**config.mk**
```make
export PLATFORM = sky130hd
export DESIGN_NAME = serial_alu_seq
export DESIGN_NICKNAME = d
export VERILOG_FILES = /design/src/rtl/serial_alu_seq.sv
export SDC_FILE = /design/constraint.sdc
export NUM_CORES = 1
export LEC_CHECK = 0
export ABC_AREA = 1
export CAP_MARGIN = 25
export CORE_UTILIZATION = 40
export DETAILED_ROUTE_END_ITERATION = 10
export GPL_ROUTABILITY_DRIVEN = 0
export PLACE_DENSITY = 0.82
export SLEW_MARGIN = 20
export SYNTH_ARGS = -nofsm -noshare
export SYNTH_HDL_FRONTEND = slang
export SYNTH_SLANG_ARGS = --single-unit
```
**constraint.sdc**
```tcl
create_clock -name clk -period 1 [get_ports clk]
set_input_delay 0.3 -clock clk [delete_from_list [all_inputs] [get_ports clk]]
set_output_delay 0.3 -clock clk [all_outputs]
set_load 0.03 [all_outputs]
```
**src/rtl/serial_alu_seq.sv**
```systemverilog
// serial_alu_seq: bit-serial sequencer for a 1-bit ALU slice.
// Presents latched operands LSB-first, one bit per clock, ripples the slice
// carry back into the next bit and assembles the slice z outputs into a
// WIDTH-bit result plus a final carry. The operation code is passed through
// untouched; the slice alone defines the function.
module serial_alu_seq #(
   parameter int WIDTH = 8
) (
   input  logic             clk,
   input  logic             rst,
   input  logic             start,
   input  logic [1:0]       s_op_in,
   input  logic [WIDTH-1:0] a_in,
   input  logic [WIDTH-1:0] b_in,
   input  logic             cin_in,
   output logic             busy,
   output logic             done,
   output logic [WIDTH-1:0] result,
   output logic             cout_out,
   output logic             alu_a,
   output logic             alu_b,
   output logic             alu_cin,
   output logic [1:0]       alu_s_op,
   input  logic             alu_z,
   input  logic             alu_cout
);

   // One extra bit so the counter can represent WIDTH itself without wrapping.
   localparam int CW = $clog2(WIDTH) + 1;

   localparam logic [1:0] IDLE = 2'd0;
   localparam logic [1:0] RUN  = 2'd1;
   localparam logic [1:0] DONE = 2'd2;

   logic [1:0]       state;
   logic [WIDTH-1:0] a_sh;
   logic [WIDTH-1:0] b_sh;
   logic [1:0]       op_q;
   logic             carry_q;
   logic [CW-1:0]    cnt;
   logic             last_bit;

   assign last_bit = (cnt == CW'(WIDTH - 1));

   // Sequencer state, operand shifters, carry feedback and result assembly.
   // NOTE: all state here uses non-blocking assignments so every register
   // samples the pre-edge values of the others (the shifters and result rely on it).
   always_ff @(posedge clk or posedge rst) begin
      if (rst) begin
         state    <= IDLE;
         a_sh     <= '0;
         b_sh     <= '0;
         op_q     <= '0;
         carry_q  <= 1'b0;
         cnt      <= '0;
         result   <= '0;
         cout_out <= 1'b0;
      end else begin
         case (state)
            IDLE, DONE: begin
               if (start) begin
                  a_sh     <= a_in;
                  b_sh     <= b_in;
                  op_q     <= s_op_in;
                  carry_q  <= cin_in;
                  cnt      <= '0;
                  result   <= '0;
                  cout_out <= 1'b0;
                  state    <= RUN;
               end else begin
                  state <= IDLE;
               end
            end
            RUN: begin
               result  <= {alu_z, result[WIDTH-1:1]};
               carry_q <= alu_cout;
               a_sh    <= {1'b0, a_sh[WIDTH-1:1]};
               b_sh    <= {1'b0, b_sh[WIDTH-1:1]};
               cnt     <= cnt + CW'(1);
               if (last_bit) begin
                  cout_out <= alu_cout;
                  state    <= DONE;
               end
            end
            default: state <= IDLE;
         endcase
      end
   end

   assign busy = (state == RUN);
   assign done = (state == DONE);

   // Slice-side outputs come straight from registers, forced to 0 outside RUN.
   assign alu_a    = busy & a_sh[0];
   assign alu_b    = busy & b_sh[0];
   assign alu_cin  = busy & carry_q;
   assign alu_s_op = busy ? op_q : 2'b00;

endmodule
```
# [Yosys cells after proc, flatten, opt, wreduce, memory -nomap -nowiden]
# Cells that the tools add are included.
[totals] register_bits=34 latchBits=0 elab_cells=40 mem_count=0 in_bits=24 mem_bits_rw=0 romBits=0 out_inout_bits=16
[op_classes] n_reduce_logical=6 n_eq_ne=5 muxes=17 n_shift=0 magnitude_cmp=0 bitwise_logic=3 n_div=0 add_sub_neg=1 mul=0
[op_table] cell="$pmux W8 S2" n=3
[op_table] cell="$mux W8" n=3
[op_table] cell="$pmux W4 S2" n=1
[op_table] cell="$add A4 B1 Y4 const B" n=1
[op_table] cell="$eq A4 B3 Y1 const B" n=1
[op_table] cell="$mux W1" n=4
[op_table] cell="$mux W2" n=2
[op_table] cell="$mux W4" n=1
[op_table] cell="$pmux W1 S2" n=2
[op_table] cell="$pmux W2 S2" n=1
[op_table] cell="$reduce_and A2 Y1" n=2
[op_table] cell="$and A1 B1 Y1" n=3
[op_table] cell="$reduce_and A3 Y1" n=1
[op_table] cell="$eq A2 B1 Y1 const B" n=1
[op_table] cell="$eq A2 B2 Y1 const B" n=1
[op_table] cell="$logic_not A2 Y1" n=1
[op_table] cell="$ne A2 B1 Y1 const B" n=1
[op_table] cell="$ne A2 B2 Y1 const B" n=1
[op_table] cell="$reduce_bool A2 Y1" n=1
[op_table] cell="$reduce_or A2 Y1" n=1

# [Logic depth before layout (Yosys ltp)]
[logic_depth] word_depth=4 ltp_mapped=8 ltp_nobuf=7

# [Least setup slack after synthesis]
# OpenSTA, ideal clock, no wires.
[synth_path] path_type="register to output" start="reg state[1]" end="out alu_a" path_stages_with_launch=5 path_buffers=1 setup_slack_ps=-416 t_arrival_ps=1116 required_ps=700 cell_sequence="dfrtp_1 > inv_1 > nand2_4 > buf_2 > nor2_1"
[synth_between] elab_chain_cells=2
[synth_lines] element="start, declared" line_no="35" rtl="logic [1:0] state;"
[synth_lines] element="start signal, assigned" line_no="50" rtl="state <= IDLE;"
[synth_lines] element="start signal, assigned" line_no="69" rtl="state <= RUN;"
[synth_lines] element="start signal, assigned" line_no="71" rtl="state <= IDLE;"
[synth_lines] element="$eq A2 B1 Y1" line_no="90" rtl="assign busy = (state == RUN);"
[synth_lines] element="$and A1 B1 Y1" line_no="94" rtl="assign alu_a = busy & a_sh[0];"
[synth_lines] element="end, declared" line_no="20" rtl="output logic alu_a,"
# No other way between the ends.

# [Final worst setup path]
# Same ends and word-level chain as after synthesis.

==> impl_metrics.py <==
metrics = {
    "detailed_routing": {
        "drt_iter0_drc": 78,
        "antenna_left": 0,
        "wl_per_cell_um": 15.4,
        "drc": 0,
        "wl_mm": 4.61,
        "drtPass1Iterations": 4,
        "viasPerCell": 4.99,
        "vias": 1498,
    },
    "pwr": {
        "power_frac_clock_pct": 13.6,
        "comb_power_share_pct": 60.0,
        "cellLeakagePower_nw": 1.43,
        "intPower_mw": 5.21,
        "max-vdd-ir-drop_mv": 1.30,
        "power_density_mw_per_mm2": 3280,
        "switching_share_pct": 43.3,
        "power.total_mw": 9.19,
        "p_sw_mw": 3.98,
        "p_seq_share_pct": 26.4,
    },
    "logic_synthesis": {
        "synth.avg_cell_area_sq_um": 8.56,
        "yosys_register_bits": 34,
        "synth_top_cell_area_share_pct": 56.5,
        "yosys-top-cells-area": "dfrtp_1 (56%), nand2_1 (16%), nand3_1 (5.3%)",
        "syn-cell-area_sq_mm": 0.00151,
        "ys_warn_count": 0,
        "synth_nets": 201,
        "ys_seq_area_share_pct": 56.5,
        "postSynthCellCount": 176,
        "synth_cell_types": 17,
        "yosysTopAreaCell": "dfrtp_1",
    },
    "worst_setup_path": {
        "arrival_ps": 1150,
        "r2r_cells": 8,
        "cp_data_required_time_ps": 700,
        "critPathKind": "flop to output port",
        "start_kind": "flop",
        "crit_start": "state[1]",
        "r2r_setup_slack_ps": -420,
        "cp_max_fo": 6,
        "crit_end": "alu_a",
        "reg2reg_from": "state[0]",
        "worstSetupEndpointType": "output port",
        "timing.rr.end": "result[4]",
    },
    "finish": {
        "nNetsFinal": 278,
        "antenna_cells": 0,
        "fill_cells": 221,
        "drive_above_1_share_pct": 50.8,
        "final_cells": 300,
        "area_delta_synth_final_pct": 85.8,
        "final_util_pct": 80.7,
    },
    "timing": {
        "setup_slack_ps": -445,
        "slew_headroom_pct": 81.0,
        "rsz0062_at_grt": "true",
        "max_freq_mhz": 692,
        "hold_violations": 0,
        "slew_viol_final": 0,
        "finClkSkew_ps": 6.79,
        "tightest_slew_ps": 282,
        "setup_viol": 50,
        "hold_ws_ps": 397,
        "period_share_pct": 145,
        "layout_min_cycle_time_ps": 1450,
    },
    "global_routing": {
        "grt.total_usage_pct": 24.6,
        "antenna_found_initial": 0,
        "grt_max_degree": 19,
        "grt_pass1_wl_mm": 7.35,
        "grt_pass1_vias": 1619,
        "grt_remaining_overflow": 0,
    },
    "die": {
        "ios": 40,
        "die_w_um": 63.4,
        "start_util_pct": 43.4,
        "core-area_sq_mm": 0.00347,
        "fp-row-count": 21,
        "die_y_um": 63.4,
        "dieArea_sq_mm": 0.00402,
    },
    "run": {
        "cap_viol_max_count": 0,
    },
    "clock_network": {
        "cts_tree": "yes",
        "cts.root.buffer_cell": "clkbuf_8",
        "numClockSinks": 34,
        "ctsHoldBuffers": 0,
        "path_clk_slew_ps": 70,
        "clkLatencyLatePin_ps": 290,
        "htree_num_levels": 2,
        "cts_made_buffers": 5,
        "cts.path.max_buffers": 2,
    },
    "run_status": {
        "outcome": "finished with violations",
        "violations": "setup timing",
    },
    "place": {
        "io_buffers": 39,
        "dp_hpwl_mm": 2.21,
        "place_ws_ps": -368,
        "dp.cells": 268,
    },
    "hold_path": {
        "hold_path.class": "input port to asynchronous set/reset pin",
    },
}
-- synth_stat cells --
cell,instances
nor2_1,11
inv_1,18
buf_2,4
o21ai_0,4
o21ai_1,2
nand2_2,3
o21ai_2,2
o22ai_1,6
buf_6,3
dfrtp_1,34
ha_1,1
inv_4,1
nand3_1,16
nand2_1,65
a21oi_1,1
nand2_4,3
inv_2,2
-- cells by family after synthesis --
family	Yosys count	share of synthesized area, %
fa+ha+maj	1	0.830
simple gates	98	27.7
flops	34	56.5
compound gates	15	5.98
buf+inv	28	8.97
-- registers in the layout (all words and copies together) (netlist names) --
signal / cells
state: 2
carry_q: 1
b_sh: 8
a_sh: 8
cout_out: 1
cnt: 4
op_q: 2
result: 8
-- power groups by stage --
stage | Combinational (mW) | Sequential [mW] | Clock (mW)
6_report | 5.52 | 2.43 | 1.25
5_1_grt | 5.86 | 2.48 | 1.31
4_1_cts | 5.13 | 2.35 | 1.25
3_5_place_dp | 3.48 | 2.30 | 0
3_3_place_gp | 3.40 | 2.27 | 0
2_1_floorplan | 2.19 | 2.52 | 0
-- layout make-up --
| class | count | area [sq um] | share of cell area [%] |
|---|---|---|---|
| sequential | 34 | 852 | 30.4 |
| multi-input combinational | 115 | 851 | 30.4 |
| timing repair buffer | 74 | 810 | 28.9 |
| inverter | 21 | 100 | 3.58 |
| clock buffer | 7 | 76.3 | 2.73 |
| tap | 46 | 57.6 | 2.06 |
| clock inverter | 1 | 30.0 | 1.07 |
| timing repair inverter | 2 | 22.5 | 0.805 |
-- critical path, stage by stage, from the launching register on --
cell and delay, ps:
dfrtp_1 400, inv_4 90, nand2_8 100, nor2_4 120, buf_6 140
-- worst min-delay path by stage --
| stage | depth (start not counted) | from | end |
|---|---|---|---|
| final | 3 | rst | a_sh[0] |
| after CTS | 3 | rst | carry_q |
| after global placement | 2 | a_sh[7] | a_sh[7] |
| after global routing | 3 | rst | a_sh[2] |
| after detailed placement | 2 | a_sh[7] | a_sh[7] |
| after floorplan | 1 | rst | a_sh[0] |
-- per-stage QoR --
stage | setup TNS, ps | cell area (sq um)
6_report | -16140 | 2800
5_1_grt | -17730 | 2800
4_1_cts | -15300 | 2730
3_5_place_dp | -12190 | 2040
3_3_place_gp | -11580 | 2040
2_1_floorplan | -1710 | 1560
-- cell usage in the layout (no fill, tap or decap) --
master,n
nand2_4,16
o21ai_0,1
buf_6,21
nor2_1,4
nand2_2,15
o21ai_1,1
nand2_8,2
buf_16,2
buf_4,21
o22ai_2,5
ha_1,1
clkbuf_8,5
nand3_1,6
a21oi_2,1
inv_8,3
bufinv_16,1
clkinvlp_4,1
dfrtp_2,1
clkdlybuf4s50_1,23
buf_12,5
o21ai_2,6
inv_1,15
inv_4,4
nand3_2,10
dfrtp_1,33
o22ai_4,1
nor2_4,7
buf_8,2
nand2_1,39
clkbuf_1,2
-- per-layer routing --
metal	vias up	GRT usage (%)	routed length [um]
met5	-	0	0
met3	16	5.80	206
met2	56	46.5	2560
met4	0	12.2	123
li1	700	-	-
met1	726	24.7	1720
-- what timing repair did --
item,CTS,global route
cloned,6,0
resized for setup,89,22
endpoints found under the setup margin,49,50
buffers inserted,15,5
pin swaps,11,4
(Power assumes the default switching activity.)
==> patch (same flow settings) <==
Make the reset (`rst`) synchronous in one clocked block.
--- a/src/rtl/serial_alu_seq.sv
+++ b/src/rtl/serial_alu_seq.sv
@@ -47,3 +47,3 @@
    // samples the pre-edge values of the others (the shifters and result rely on it).
-   always_ff @(posedge clk or posedge rst) begin
+   always_ff @(posedge clk) begin
       if (rst) begin
Behaviour: differs if rst is asserted again (counterexample within 4 cycles, from zero or initial values and one cycle with rst high); with rst held inactive, the same outputs for 10 cycles.
==> patch against the unedited design <==
  * The flow still finishes with violations (negative setup slack)
  * Synthesized area down 3.6%
  * Count of clock-buffer cells in the layout down 1
  * Setup slack better by 0.0022 ns
  * Sequential cell count unchanged
  * Die area down 3.5%
  * Design area down 6.8%
  * Routed wire length down 3.5%
  * Sequential share of layout area down 3.5 points
Power is not compared: it rests on default switching activity, and its combinational part moved more than twofold at a synthesized area within 25%.
==> patch: results (changes against the unedited design) <==
Run status
  • Status: complete, but fails checks (unchanged)
  • Failing checks: negative setup slack (unchanged)

Timing
  • Worst Skew: 0.0106 ns (was 0.00679 ns)
  • Worst slew margin: 0.834 (was 0.810)
  • Setup violators final: 50 (unchanged)
  • Worst Slack Setup Final: -0.443 ns (was -0.445 ns)
  • Hold Slack: 0.465 ns (was 0.397 ns)

Clocking
  • Post-CTS setup buffer count: 13 (was 15)
  • Cts repair resizes: 53 (was 89)
  • H-Tree Depth: 2 (unchanged)
  • Clock slew at reported path FFs: 0.11 ns (was 0.07 ns)
  • Clk Latency, worst-skew pair: 0.35 ns (was 0.29 ns)
  • Root buffer cell: clkbuf_4 (was clkbuf_8)

Place
  • Hpwl dp: 2.20 mm (was 2.21 mm)
  • DP Worst Slack: -0.485 ns (was -0.368 ns)
  • Inst Count DP: 307 (was 268)
  • Post-Place Cell Area: 2030 um2 (was 2040 um2)

Routing
  • Routed met2 length: 2.31 mm (was 2.56 mm)
  • Via density: 4.83 (was 4.99)
  • M1 wire length: 1.82 mm (was 1.72 mm)
  • Initial DRC Count: 69 (was 78)
  • WL/cell: 13.2 um (was 15.4 um)
  • Met3 wire len: 203 um (was 206 um)

Critical path
  • Highest net fanout along the worst path: 8 (was 6)
  • Worst R2R End: b_sh[0] (was result[4])
  • CP max stage cell: dfxtp_4 (was dfrtp_1)
  • Cell count of the worst reg-to-reg path: 9 (was 8)
  • R2R setup slack: -0.36 ns (was -0.42 ns)
  • Worst EP arrival: 1.14 ns
  • Critical R2R Launch: state[1] (was state[0])
  • Max incr delay on CP: 0.37 ns (was 0.40 ns)

Finish
  • Final Non-Filler Cells: 338 (was 300)
  • Number of fill cells in the layout: 228 (was 221)
  • Layout cells sized above 1: 0.390 (was 0.508)
  • Nets: 316 (was 278)

Hold path
  • Hold_sp: a_sh[3]
  • HP Class: reg2reg (was in2async)

Global routing
  • Met2 Use GR: 0.420 (was 0.465)
  • Overall routing resource usage: 0.232 (was 0.246)
  • M3 GR Usage: 0.0625 (was 0.0580)
  • Met1 usage: 0.267 (was 0.247)
  • Vias in the first global route: 1552 (was 1619)

Yosys
  • Async S/R FF share, synth: 0 (was 1.00)
  • Cells after synthesis: 214 (was 176)
  • Register area share after synthesis: 0.469 (was 0.565)
  • Synth Flop Type: dfxtp_1 (was dfrtp_1)
  • Synth cell count leaders: 84 x nand2_1, 34 x dfxtp_1, 29 x a21oi_1 (was 65 x nand2_1, 34 x dfrtp_1, 18 x inv_1)
  • Synth top area cells: dfxtp_1 47%, nand2_1 22%, a21oi_1 10% (was dfrtp_1 56%, nand2_1 16%, nand3_1 5.3%)
  • Post-Syn Nets: 239 (was 201)
  • Yosys cell types: 18 (was 17)
## patch: kinds of logic after synthesis
logic type,Yosys count,share of synthesized area
flops,34,0.469
fa+ha+maj,1,0.00861
simple gates,111,0.302
compound gates,36,0.126
buf+inv,32,0.0947
## patch: report_power, final
group	internal [mW]	switching (mW)
clock network	0.847	0.496
logic	0.408	0.423
registers	1.42	0.0454
## patch: worst reg2reg max path, delay by kind of cell, from the launching register on
kind	cells	cell delay, ns
buffers and inverters	4	0.48
DFF	1	0.37
and+or+nand+nor	5	0.40
## patch: area by class of cell
| type | count | area share |
|---|---|---|
| multi-input combinational | 148 | 0.316 |
| sequential | 34 | 0.269 |
| inverter | 24 | 0.0412 |
| tap | 46 | 0.0221 |
| clock buffer | 6 | 0.0197 |
| clock inverter | 2 | 0.0230 |
| timing repair buffer | 75 | 0.297 |
| timing repair inverter | 3 | 0.0120 |
